--- src/rtl/sevenseg_reader_if.sv ---
// Seven-segment display bus as seen by the reader: the multiplexed
// segment/anode lines plus the recovered digits and status flags.
interface sevenseg_reader_if #(
  parameter int NUM_DIGITS = 4
);
  logic [6:0]              seg_n;
  logic [NUM_DIGITS-1:0]   an_n;
  logic [4*NUM_DIGITS-1:0] digits;
  logic [NUM_DIGITS-1:0]   digit_valid;
  logic                    frame_done;
  logic                    bad_pattern;
  logic                    overlap_err;

  modport master (
    output seg_n, an_n,
    input  digits, digit_valid, frame_done, bad_pattern, overlap_err
  );

  modport slave (
    input  seg_n, an_n,
    output digits, digit_valid, frame_done, bad_pattern, overlap_err
  );
endinterface

--- src/rtl/sevenseg_reader.sv ---
// Recovers BCD digits from a multiplexed active-low seven-segment bus,
// committing a digit only after STABLE_CYCLES identical samples.
module sevenseg_reader #(
  parameter int NUM_DIGITS    = 4,
  parameter int STABLE_CYCLES = 3
) (
  input logic              clock,
  input logic              reset,
  sevenseg_reader_if.slave bus
);
  localparam int IDXW = (NUM_DIGITS > 1) ? $clog2(NUM_DIGITS) : 1;
  localparam logic [7:0] CMAX = 8'(STABLE_CYCLES);

  logic [6:0]              seg_q, seg_d;
  logic [NUM_DIGITS-1:0]   an_q, an_d;
  logic                    s_vld_q, s_vld_d;
  logic [6:0]              prev_seg_q, prev_seg_d;
  logic [IDXW-1:0]         prev_idx_q, prev_idx_d;
  logic [7:0]              cnt_q, cnt_d;
  logic [4*NUM_DIGITS-1:0] digits_q, digits_d;
  logic [NUM_DIGITS-1:0]   valid_q, valid_d;
  logic [NUM_DIGITS-1:0]   mask_q, mask_d;
  logic                    frame_q, frame_d;
  logic                    bad_q, bad_d;
  logic                    ovl_q, ovl_d;

  logic [3:0]      zeros;
  logic [IDXW-1:0] sel_idx;
  logic            is_sel, is_ovl, commit;
  logic [4:0]      dec;

  // {legal, value}; anything outside the ten digit glyphs is illegal
  function automatic logic [4:0] decode(input logic [6:0] p);
    case (p)
      7'b1000000: return {1'b1, 4'd0};
      7'b1111001: return {1'b1, 4'd1};
      7'b0100100: return {1'b1, 4'd2};
      7'b0110000: return {1'b1, 4'd3};
      7'b0011001: return {1'b1, 4'd4};
      7'b0010010: return {1'b1, 4'd5};
      7'b0000010: return {1'b1, 4'd6};
      7'b1111000: return {1'b1, 4'd7};
      7'b0000000: return {1'b1, 4'd8};
      7'b0010000: return {1'b1, 4'd9};
      default:    return {1'b0, 4'd0};
    endcase
  endfunction

  // s_vld_q masks the all-zero reset content of the input register,
  // which would otherwise classify as an overlap sample.
  always_comb begin
    zeros   = 4'd0;
    sel_idx = '0;
    for (int i = 0; i < NUM_DIGITS; i++) begin
      if (!an_q[i]) begin
        zeros   = zeros + 4'd1;
        sel_idx = IDXW'(i);
      end
    end
    is_sel = s_vld_q && (zeros == 4'd1);
    is_ovl = s_vld_q && (zeros > 4'd1);
  end

  always_comb begin
    seg_d      = bus.seg_n;
    an_d       = bus.an_n;
    s_vld_d    = 1'b1;
    prev_seg_d = prev_seg_q;
    prev_idx_d = prev_idx_q;
    cnt_d      = cnt_q;
    digits_d   = digits_q;
    valid_d    = valid_q;
    mask_d     = mask_q;
    frame_d    = 1'b0;
    bad_d      = 1'b0;
    ovl_d      = ovl_q | is_ovl;
    commit     = 1'b0;
    dec        = decode(seg_q);

    if (is_sel) begin
      prev_seg_d = seg_q;
      prev_idx_d = sel_idx;
      if (cnt_q != 8'd0 && sel_idx == prev_idx_q && seg_q == prev_seg_q) begin
        if (cnt_q != CMAX) begin
          cnt_d  = cnt_q + 8'd1;
          commit = (cnt_q + 8'd1 == CMAX);
        end
      end else begin
        cnt_d = 8'd1;
      end
    end else begin
      cnt_d = 8'd0;
    end

    // A commit in the clearing cycle lands in the fresh mask.
    if (&mask_q) begin
      frame_d = 1'b1;
      mask_d  = '0;
    end

    if (commit) begin
      mask_d[sel_idx] = 1'b1;
      if (dec[4]) begin
        digits_d[4*int'(sel_idx) +: 4] = dec[3:0];
        valid_d[sel_idx]               = 1'b1;
      end else begin
        valid_d[sel_idx] = 1'b0;
        bad_d            = 1'b1;
      end
    end
  end

  always_ff @(posedge clock or posedge reset) begin
    if (reset) begin
      seg_q      <= '0;
      an_q       <= '0;
      s_vld_q    <= 1'b0;
      prev_seg_q <= '0;
      prev_idx_q <= '0;
      cnt_q      <= '0;
      digits_q   <= '0;
      valid_q    <= '0;
      mask_q     <= '0;
      frame_q    <= 1'b0;
      bad_q      <= 1'b0;
      ovl_q      <= 1'b0;
    end else begin
      seg_q      <= seg_d;
      an_q       <= an_d;
      s_vld_q    <= s_vld_d;
      prev_seg_q <= prev_seg_d;
      prev_idx_q <= prev_idx_d;
      cnt_q      <= cnt_d;
      digits_q   <= digits_d;
      valid_q    <= valid_d;
      mask_q     <= mask_d;
      frame_q    <= frame_d;
      bad_q      <= bad_d;
      ovl_q      <= ovl_d;
    end
  end

  assign bus.digits      = digits_q;
  assign bus.digit_valid = valid_q;
  assign bus.frame_done  = frame_q;
  assign bus.bad_pattern = bad_q;
  assign bus.overlap_err = ovl_q;
endmodule

--- src/flat_wrapper.sv ---
// flat-port wrapper written by rule: the top's interface ports become plain ports
module sevenseg_reader_flat 
#(
  parameter int NUM_DIGITS    = 4,
  parameter int STABLE_CYCLES = 3
)
  (clock, reset, bus_seg_n, bus_an_n, bus_digits, bus_digit_valid, bus_frame_done, bus_bad_pattern, bus_overlap_err);
  sevenseg_reader_if #(.NUM_DIGITS(NUM_DIGITS)) bus_i ();
  input logic clock;
  input logic reset;
  input wire logic [$bits(bus_i.seg_n)-1:0] bus_seg_n;
  input wire logic [$bits(bus_i.an_n)-1:0] bus_an_n;
  output wire logic [$bits(bus_i.digits)-1:0] bus_digits;
  output wire logic [$bits(bus_i.digit_valid)-1:0] bus_digit_valid;
  output wire logic [$bits(bus_i.frame_done)-1:0] bus_frame_done;
  output wire logic [$bits(bus_i.bad_pattern)-1:0] bus_bad_pattern;
  output wire logic [$bits(bus_i.overlap_err)-1:0] bus_overlap_err;
  assign bus_i.seg_n = bus_seg_n;
  assign bus_i.an_n = bus_an_n;
  assign bus_digits = bus_i.digits;
  assign bus_digit_valid = bus_i.digit_valid;
  assign bus_frame_done = bus_i.frame_done;
  assign bus_bad_pattern = bus_i.bad_pattern;
  assign bus_overlap_err = bus_i.overlap_err;
  sevenseg_reader #(.NUM_DIGITS(NUM_DIGITS), .STABLE_CYCLES(STABLE_CYCLES)) u_core (.clock(clock), .reset(reset), .bus(bus_i));
endmodule
--- config.mk ---
export PLATFORM = sky130hd
export DESIGN_NAME = sevenseg_reader_flat
export DESIGN_NICKNAME = d
export VERILOG_FILES = /design/src/rtl/sevenseg_reader_if.sv /design/src/rtl/sevenseg_reader.sv /design/src/flat_wrapper.sv
export SDC_FILE = /design/constraint.sdc
export NUM_CORES = 1
export LEC_CHECK = 0
export CAP_MARGIN = 20
export CORE_MARGIN = 3
export CORE_UTILIZATION = 59
export DETAILED_ROUTE_END_ITERATION = 7
export PLACE_DENSITY = 0.88
export SETUP_SLACK_MARGIN = 0.4
export SYNTH_ARGS = -nofsm -noshare
export SYNTH_HDL_FRONTEND = slang
export SYNTH_SLANG_ARGS = --single-unit
--- constraint.sdc ---
create_clock -name clock -period 6.5 [get_ports clock]
set_input_delay 0.975 -clock clock [delete_from_list [all_inputs] [get_ports clock]]
set_output_delay 0.975 -clock clock [all_outputs]
set_load 0.03 [all_outputs]
==> flow_summary.ini <==
[status]
outcome = finished, final reports clean

[logic_synthesis]
ys_top_cells_by_area = dfrtp_1 52%, mux2_2 7.1%, xor2_1 3.6%
ys_ff_latch = 56
syn_inst = 240
ys_types = 50
ys_warn_count = 0
yosysMostFrequentCell = dfrtp_1
synth.largest_area_cell = dfrtp_1
ys.flop_type = dfrtp_1
synthesis.area_um2 = 2694
async_reset_ff_frac = 1.000
synthTopCellsByCount = 56 x dfrtp_1, 17 x mux2_2, 15 x nand2_1
synth_edf_count = 0
ys_seq_area_frac = 0.5202
syn_nets = 259
avgSynthCellArea_um2 = 11.22
synth_top_area_share = 0.5202

[clock_network]
clock_sinks = 56
cts-root-buf = clkbuf_8
post_cts.resized_instances = 0
clk_pin_slew_worst_paths_ns = 0.10
cts_max_path_buffers = 2
cts.htree.levels = 2
cts_buffers = 5
clk_latency_ns = 0.31
cts_setup_buffers = 0
cts_tree = done
hold_buffers = 0

[flow_run]
maxCapViolCount = 0

[route]
first_pass_iters = 4
drc = 0
vias = 1977
wl_per_cell_um = 17.03
viasPerCell = 6.121
dr.first_iter.drc_count = 180
ant_nets = 0
wl_mm = 5.502

[power_and_ir_drop]
p_total_mw = 0.6780
p_int_mw = 0.5029
pwr_density_cell_nw_per_um2 = 214.9
p_leak_nw = 1.404
pwr-share-clk = 0.295
power_frac_seq = 0.582
p_sw_mw = 0.1751
p_sw_frac = 0.2582
max-vdd-ir-drop_uv = 220.3
p_comb_frac = 0.123

[place]
numPortBuffers = 35
dp_slack_ns = 2.545
dp_hpwl_mm = 3.987
placed_cell_area_um2 = 3059
gp_congestion = 0.8467

[finish]
drive_gt1_frac = 0.1355
final_nets = 291
nFillCells = 305
area_delta_synth_final_pct = 17.14
n_antenna_cell = 0
postLayoutCellArea_um2 = 3156

[timing]
finalCritPeriodShare = 0.6178
fin_worst_skew_ns = 0.009132
drv_slew = 0
hold_viol = 0
relSlewSlack = 0.3145
setup_viol = 0
tns_ns = 0
fmax_ghz = 0.2490
grt_setup_unrepaired = no
finalCriticalPeriod_ns = 4.016
setup_ws_ns = 2.484
worst_pin_slew_ns = 1.028

[min_path]
hold_path.class = flop to flop

[global_routing]
grt_pass1_vias = 1945
grtUsageMet2 = 0.3770
met1_usage = 0.2943
grt_usage = 0.2241
grt.overflow.total = 0
antenna_found_initial = 0
met3_usage = 0.04788
grt_pass1_wl_mm = 9.328
grt-busiest-layer = met2
grt_start_max_net_pins = 57

[critical_path]
cp_max_fo = 18
required_ns = 6.70
criticalPathCategory = flop to flop
arrival_ns = 4.22
setup.worst_path.end_class = flop
setup.worst_path.start_class = flop

[floorplanning]
io_pins = 36
design.core.area_um2 = 4202
die_w_um = 73.57
rows = 23
die-area_um2 = 5413
start_util = 0.6412
die_y_um = 73.57
==> path summary, 6_finish.rpt <==
path / from / endpoint / slack (ns) / depth (start not counted)
max: u_core.an_q[1] / u_core.bus.digits[4] / 2.48 / 10
min: u_core.bus.overlap_err / u_core.bus.overlap_err / 0.48 / 1
max reg2reg: u_core.an_q[1] / u_core.bus.digits[4] / 2.48 / 10
min reg2reg: u_core.bus.overlap_err / u_core.bus.overlap_err / 0.48 / 1
max in group asynchronous: reset / u_core.cnt_q[4] / 4.87 / 3
min in group asynchronous: reset / u_core.s_vld_q / 1.16 / 3
==> metal layers <==
layer  routed length, µm  vias up
li1                    -      927
met1                2365      987
met2                2850       57
met3                 229        6
met4                  57        0
met5                   0        -
==> metrics by stage <==
step	hold WS, ns	utilization	std cells
after detailed placement	0.4634	0.7281	315
after CTS	0.4859	0.7510	323
final	0.4820	0.7510	323
after global routing	0.5140	0.7510	323
after global placement	0.4537	0.7281	315
after floorplan	0.4466	-	240
==> kinds of logic (layout without fill, tap and decap cells) <==
group / count (synthesis) / in the layout / synth area share
adders and majority gates: 6 / 6 / 0.02787
other: 1 / 1 / 0.001392
and+or+nand+nor: 79 / 79 / 0.1691
xor gates and xnor gates: 18 / 18 / 0.05852
muxes: 19 / 19 / 0.08081
DFF: 56 / 56 / 0.5202
AOI/OAI and AO/OA: 41 / 41 / 0.1091
buffers and inverters: 20 / 53 / 0.03298
==> worst max-delay path, stage by stage, from the launching register on <==
cell and delay, ns:
dfrtp_1 0.41, inv_1 0.09, ha_1 0.34, xnor2_1 0.19, ha_1 0.26, or3_4 0.33, o211ai_2 0.08, nand4_2 0.36
or4_1 0.96, nor3_2 0.49, mux2_2 0.38
==> cells in the final DEF (no fill, tap or decap), types with 7 or more instances in the layout <==
cell type,count
xor2_1,11
o21ai_0,9
mux2_2,17
nand3_1,7
xnor2_1,7
clkdlybuf4s50_1,35
nor4_1,7
dfrtp_1,56
nor3_1,8
nand2_1,15
inv_1,8
nor2_1,14
==> sequential cells by signal (all words and copies together), names as in the netlist, 2 cells and up, named ones only <==
signal             cells
u_core.seg_q           7
u_core.bus.digits     16
u_core.prev_seg_q      7
u_core.prev_idx_q      2
u_core.cnt_q           8
u_core.mask_q          4
u_core.an_q            4
==> power groups by stage <==
stage / registers (mW) / logic [mW] / clock network [mW]
finish: 0.395 / 0.0834 / 0.200
global placement: 0.399 / 0.0796 / 0
CTS: 0.394 / 0.0839 / 0.205
global route: 0.398 / 0.0927 / 0.218
floorplan: 0.392 / 0.0690 / 0
detailed placement: 0.401 / 0.0825 / 0
==> final cells by class <==
cell class | count | area, µm² | share of cell area
Clock buffer | 6 | 82.58 | 0.02617
Clock inverter | 2 | 13.76 | 0.004362
Inverter | 9 | 33.78 | 0.01071
Multi-Input combinational cell | 164 | 1204 | 0.3814
Sequential cell | 56 | 1401 | 0.4441
Tap cell | 50 | 62.56 | 0.01983
Timing Repair Buffer | 36 | 357.8 | 0.1134
Power figures use the tool's default switching activity.
